`src/rtl/seg_scan_driver.sv`:
```
// rtl/seg_scan_driver.sv - multiplexed seven-segment scan driver with per-frame input snapshot
module seg_scan_driver #(
   parameter int DIGITS       = 4,
   parameter int SCAN_DIV     = 4,
   parameter int COMMON_ANODE = 0
) (
   input  logic                  clk,
   input  logic                  rst,
   input  logic [4*DIGITS-1:0]   din,
   input  logic [DIGITS-1:0]     blank,
   input  logic [DIGITS-1:0]     dp_in,
   input  logic                  hold,
   output logic [6:0]            seg,
   output logic                  dp,
   output logic [DIGITS-1:0]     an,
   output logic                  frame_done
);

   localparam int PW = (SCAN_DIV > 1) ? $clog2(SCAN_DIV) : 1;
   localparam int IW = (DIGITS > 1) ? $clog2(DIGITS) : 1;
   localparam logic INV = (COMMON_ANODE != 0);
   localparam logic [PW-1:0] PRESC_LAST = PW'(SCAN_DIV - 1);
   localparam logic [IW-1:0] IDX_LAST   = IW'(DIGITS - 1);

   // Scan state
   logic [PW-1:0]        presc_q, presc_d;
   logic [IW-1:0]        idx_q, idx_d;
   logic                 primed_q, primed_d;

   // Per-frame snapshot of the inputs
   logic [4*DIGITS-1:0]  sh_din_q, sh_din_d;
   logic [DIGITS-1:0]    sh_blank_q, sh_blank_d;
   logic [DIGITS-1:0]    sh_dp_q, sh_dp_d;

   // Registered pin drivers
   logic [6:0]           seg_q, seg_d;
   logic                 dp_q, dp_d;
   logic [DIGITS-1:0]    an_q, an_d;
   logic                 frame_done_q, frame_done_d;

   // Slot decode helpers
   logic                 presc_wrap;
   logic                 frame_end;
   logic [3:0]           cur_nib;
   logic                 cur_blank;
   logic                 cur_dp;
   logic [DIGITS-1:0]    an_act;
   logic [6:0]           seg_act;
   logic                 dp_act;

   // Hex nibble to active-high segment pattern {g,f,e,d,c,b,a}
   function automatic logic [6:0] hex7(input logic [3:0] v);
      logic [6:0] s;
      case (v)
         4'h0: s = 7'h3F;
         4'h1: s = 7'h06;
         4'h2: s = 7'h5B;
         4'h3: s = 7'h4F;
         4'h4: s = 7'h66;
         4'h5: s = 7'h6D;
         4'h6: s = 7'h7D;
         4'h7: s = 7'h07;
         4'h8: s = 7'h7F;
         4'h9: s = 7'h6F;
         4'hA: s = 7'h77;
         4'hB: s = 7'h7C;
         4'hC: s = 7'h39;
         4'hD: s = 7'h5E;
         4'hE: s = 7'h79;
         default: s = 7'h71;
      endcase
      return s;
   endfunction

   // Next scan position and snapshot reload; the first edge after reset only primes the snapshot
   always_comb begin
      presc_wrap = primed_q && (presc_q == PRESC_LAST);
      frame_end  = presc_wrap && (idx_q == IDX_LAST);
      primed_d   = 1'b1;
      presc_d    = presc_q;
      idx_d      = idx_q;
      sh_din_d   = sh_din_q;
      sh_blank_d = sh_blank_q;
      sh_dp_d    = sh_dp_q;
      if (!primed_q) begin
         sh_din_d   = din;
         sh_blank_d = blank;
         sh_dp_d    = dp_in;
      end else begin
         presc_d = presc_wrap ? '0 : presc_q + 1'b1;
         if (presc_wrap) begin
            idx_d = (idx_q == IDX_LAST) ? '0 : idx_q + 1'b1;
         end
         if (frame_end && !hold) begin
            sh_din_d   = din;
            sh_blank_d = blank;
            sh_dp_d    = dp_in;
         end
      end
      frame_done_d = frame_end;
   end

   // Select the current slot from the snapshot and form the polarity-corrected pin values
   always_comb begin
      cur_nib   = 4'h0;
      cur_blank = 1'b0;
      cur_dp    = 1'b0;
      an_act    = '0;
      for (int k = 0; k < DIGITS; k++) begin
         if (idx_q == IW'(k)) begin
            cur_nib   = sh_din_q[4*k +: 4];
            cur_blank = sh_blank_q[k];
            cur_dp    = sh_dp_q[k];
            an_act[k] = 1'b1;
         end
      end
      seg_act = hex7(cur_nib);
      dp_act  = cur_dp;
      // Blanked slots and the priming edge keep every pin at its inactive level
      if (!primed_q || cur_blank) begin
         seg_act = 7'h00;
         dp_act  = 1'b0;
         an_act  = '0;
      end
      seg_d = seg_act ^ {7{INV}};
      dp_d  = dp_act ^ INV;
      an_d  = an_act ^ {DIGITS{INV}};
   end

   // State and output registers; reset parks the pins at the inactive level
   always_ff @(posedge clk or posedge rst) begin
      if (rst) begin
         presc_q      <= '0;
         idx_q        <= '0;
         primed_q     <= 1'b0;
         sh_din_q     <= '0;
         sh_blank_q   <= '0;
         sh_dp_q      <= '0;
         seg_q        <= {7{INV}};
         dp_q         <= INV;
         an_q         <= {DIGITS{INV}};
         frame_done_q <= 1'b0;
      end else begin
         presc_q      <= presc_d;
         idx_q        <= idx_d;
         primed_q     <= primed_d;
         sh_din_q     <= sh_din_d;
         sh_blank_q   <= sh_blank_d;
         sh_dp_q      <= sh_dp_d;
         seg_q        <= seg_d;
         dp_q         <= dp_d;
         an_q         <= an_d;
         frame_done_q <= frame_done_d;
      end
   end

   assign seg        = seg_q;
   assign dp         = dp_q;
   assign an         = an_q;
   assign frame_done = frame_done_q;

endmodule

```
`config.mk`:
```
export PLATFORM = sky130hd
export DESIGN_NAME = seg_scan_driver
export DESIGN_NICKNAME = d
export VERILOG_FILES = /design/src/rtl/seg_scan_driver.sv
export SDC_FILE = /design/constraint.sdc
export NUM_CORES = 1
export LEC_CHECK = 0
export CAP_MARGIN = 20
export CORE_MARGIN = 1
export CORE_UTILIZATION = 56
export DETAILED_ROUTE_END_ITERATION = 7
export DONT_BUFFER_PORTS = 1
export PLACE_DENSITY = 0.82
export SYNTH_ARGS = -nofsm -noshare
export SYNTH_HDL_FRONTEND = slang
export SYNTH_SLANG_ARGS = --single-unit
```
`constraint.sdc`:
```
create_clock -name clk -period 2.1 [get_ports clk]
set_clock_uncertainty 0.2 [all_clocks]
set_input_delay 0.21 -clock clk [delete_from_list [all_inputs] [get_ports clk]]
set_output_delay 0.21 -clock clk [all_outputs]
set_load 0.01 [all_outputs]
```
# == Word-level counts from Yosys, hierarchy flattened ==
# Memories as Yosys holds them, arrays and structs flattened.
# Index checks and enable logic that the tools add are counted.
# totals
regBits,42
rom_bits,112
in_bits,27
out_inout_bits,13
elab_cells,53
mem_count,1
# memory_table
memory,words,word_bits,rd,rd_ports_with_merged_regs,wr,line_no,rtl
(name not given),16,7,1,0,0,54,case (v)
# classes
addsub,2
n_eq_ne,5
muxes,27
reduce_logical,8
# ops
op,count
4-bit 2-to-1 mux,9
16-bit 2-to-1 mux,2
1-bit 2-to-1 mux,13
7-bit 2-to-1 mux,1
2-bit equality test (second input constant),3
2-bit by 1-bit adder with 2-bit output (second input constant),2
2-bit 2-to-1 mux,2
1-bit logical AND,3
2-bit by 1-bit equality test with 1-bit output (second input constant),1
1-bit zero test,2
2-bit zero test,1
2-bit by 1-bit inequality test with 1-bit output (second input constant),1
2-bit AND reduction,1
1-bit logical OR,1

# == Logic depth before layout (Yosys ltp) ==
# logic_depth
depth_word,7
mapped_depth,11
depth_no_buf,10

# == Worst setup path before layout ==
# OpenSTA, ideal clock, no wires.
# synth_path
path_kind,flip-flop to flip-flop
from,register idx_q[0]
to,register seg_q[2] (netlist: seg[2])
setup_ns,0.123
arrival_time_ns,1.879
required_time_ns,1.777
slack_ns,-0.102
stages_incl_launch_ff,9
path_buffers,1
synth_period_minus_slack_ns,2.202
path_cell_list,dfrtp_1 > ha_1 > buf_6 > inv_1 > nand2_1 > o221ai_2 > inv_1 > ha_1 > o221a_1
# synth_via
elab_chain_cells,7
word_cells_on_any_way,15
classes_between,3 x eq/ne; 9 x mux; 2 x reduce/logical; 1 x memory
# synth_rtl
item,line_no,rtl
start: declaration,27,"logic [IW-1:0] idx_q, idx_d;"
start signal: assignment,145,idx_q <= idx_d;
2-bit zero test,110,if (idx_q == IW'(k)) begin
4-bit 2-to-1 mux / 1-bit 2-to-1 mux (equally long branches) (4 in series),110,
memory 16 x 7 bit / 1-bit logical OR (equally long branches),n/a,
7-bit 2-to-1 mux *,120,if (!primed_q || cur_blank) begin
net seg_act[2],48,logic [6:0] seg_act;
end signal: assignment,139,seg_q <= {7{INV}};
end signal: assignment,150,seg_q <= seg_d;
end: declaration,36,"logic [6:0] seg_q, seg_d;"
# Mark *: on every way through the listed nets, which the timed path passes. The rest lies on a longest branch.
# A chain may end at the register's enable or synchronous reset.

# == Worst setup path after layout ==
# layout_path
from,register idx_q[0]
to,register seg_q[6] (netlist: seg[6])
# Same word-level chain as after synthesis.

==> results.cfg <==
[global_route]
grt_pass1_wl_um = 7460
gr-total-overflow = 0
antenna_found_initial = 0
grt_use_total_pct = 24.8
grt_pass1_vias = 1595
grt_max_degree = 43

[sta]
final_max_slew_viol_count = 0
hold_violations = 0
max_slew_margin_pct = 65.5
period_needed_ns = 2.33
final-setup-viol-count = 14
fin_tns_setup_ns = -1.43
fin_crit_sh_pct = 111
fmax_mhz = 429
rsz0062_at_grt = yes
tightest_slew_ns = 0.517
fin_ws_ns = -0.229

[worst_setup_path]
crit_family = compound AO/OA/AOI/OAI gates
worstPathCellList = buf_6 > ha_4 > buf_6 > buf_6 > nand3b_1 > a221oi_4 > nor2_4 > o21ai_0 > a21oi_1
critPathRequiredTime_ns = 2.06
cp-start-kind = flip-flop
slowest_stage = dfrtp_2
crit_arrival_ns = 2.29
worstPathMaxFanout = 6
cpPeakStageDelay_ns = 0.45
path_buf_inv = 3
crit_top_cell = buf_6
critPathCaptureType = flip-flop
crit_type = reg2reg

[cells_and_area]
utilization_pct = 89.4
area_growth_pct = 47.6
layout.cells.non_filler = 284
nFillCells = 134
antenna_cells = 0
nets = 275
final_area_um2 = 3100
drive_above_1_share_pct = 52.1
layout_commonest_cell = dfrtp_1
final_cell_mix = dfrtp_1 (40), dlygate4sd3_1 (25), buf_4 (24)

[logic_synthesis]
synth-seq-cells = 42
ys_seq_area_share_pct = 50.1
synth_area_per_cell_um2 = 12.3
ys_dominant_reg_cell = dfrtp_1
ys_warn_count = 0
syn-num-nets = 209
ys_async_sr_fraction_pct = 100
synth_edf_count = 0
syn-cell-area_um2 = 2100
syn_inst = 171
ys_types = 38

[job]
drv_cap = 0

[floorplanning]
num_rows = 21
fp.coreArea_um2 = 3470
die_h_um = 63.2
io_pins = 40
start_util_pct = 60.5
die_x_um = 63.2
die-area_um2 = 4000

[detailed_routing]
drc_errors = 0
drtAntennaViolNets = 0
drt_first_pass_iters = 4
drtIter0Drc = 132
vias = 1670
avgViaCountPerCell = 5.88
wl_um = 5930
wl_per_cell_um = 20.9

[cts]
cts_buffers = 5
cts_max_level = 2
clkTransAtPathRegs_ns = 0.08
ctsRootBufferMaster = clkbuf_8
clock_latency_ns = 0.29
cts_tree = yes
cts.path.max_buffers = 2
cts.sink_count = 42

[outcome]
status = finished, violations left
violations = negative setup slack

[place]
hpwl_um = 2970
dpl_worst_slack_ns = -0.109
postPlaceCellArea_um2 = 2310
portBuffers = 0
place_inst = 226
gp_congestion = 0.836

[pwr]
power_density_nw_per_um2 = 1660
irDropWorstVdd_v = 0.000851
total_leakage_power_nw = 1.32

[hold_path]
hold_class = in2reg
## Yosys cell counts, types with 4 or more instances
cell,n,area (µm²)
mux2_2,22,248
inv_1,9,33.8
nor2b_1,4,25.0
nand2_1,17,63.8
buf_6,6,67.6
mux2_1,4,45.0
o21ai_0,8,40.0
ha_1,11,138
dfrtp_1,42,1050
a21oi_1,8,40.0
## worst min-delay path: cells and delay by family
kind / cells / cell delay (ns)
compound gates: 2 / 0.20
buf+inv: 1 / 0.15
## metrics by stage
step | hold slack (ns) | power [W]
2_1_floorplan | 0.127 | 0.00261
3_3_place_gp | 0.0449 | 0.00294
3_5_place_dp | 0.0598 | 0.00306
4_1_cts | 0.106 | 0.00380
5_1_grt | 0.143 | 0.00538
6_report | 0.111 | 0.00515
## layer usage
metal / vias up / GRT usage [%] / share of wire [%]
li1: 730 / - / -
met1: 849 / 27.9 / 39
met2: 73 / 44.6 / 53
met3: 18 / 4.71 / 4.7
met4: 0 / 11.9 / 3.2
met5: - / 0 / 0
## registers in the layout, indices dropped and copies added (netlist names)
signal / count
an: 4
dp: 1
frame_done: 1
idx_q: 2
presc_q: 2
primed_q: 1
seg: 7
sh_blank_q: 4
sh_din_q: 16
sh_dp_q: 4
## worst paths after layout
check / endpoint / depth (start not counted) / start / slack, ns
max: seg[6] / 9 / idx_q[0] / -0.23
min reg2reg: sh_din_q[5] / 1 / sh_din_q[5] / 0.31
max in group asynchronous: idx_q[1] / 3 / rst / 1.02
max reg2reg: seg[6] / 9 / idx_q[0] / -0.23
min: sh_blank_q[2] / 3 / hold / 0.11
min in group asynchronous: an[2] / 3 / rst / 0.29
## where the power goes
group          internal [W]  switching (W)
clock              0.000265       0.000267
sequential         0.000989       0.000162
combinational       0.00175        0.00172
## layout make-up
class | count | area [µm²] | area share, %
multi-input combinational | 114 | 1230 | 39.8
sequential | 42 | 1050 | 34.0
inverter | 9 | 43.8 | 1.41
clock buffer | 7 | 86.3 | 2.79
timing repair buffer | 65 | 619 | 20.0
clock inverter | 1 | 5.00 | 0.161
tap | 46 | 57.6 | 1.86
## cells by family after synthesis
group / synth area share, %
other: 0.179
AOI/OAI and AO/OA: 12.3
buffers and inverters: 5.06
adders and majority gates: 6.56
muxes: 14.4
and+or+nand+nor: 11.4
DFF: 50.1
## what timing repair did
item / CTS / global route
cloned: 0 / 1
setup buffers: 6 / 18
hold buffers: 25 / 0
pin swaps: 9 / 27
endpoints found under the setup margin: 15 / 33
resized for setup: 13 / 57
endpoints found under the hold margin: 66 / 0
Power figures use the tool's default switching activity.
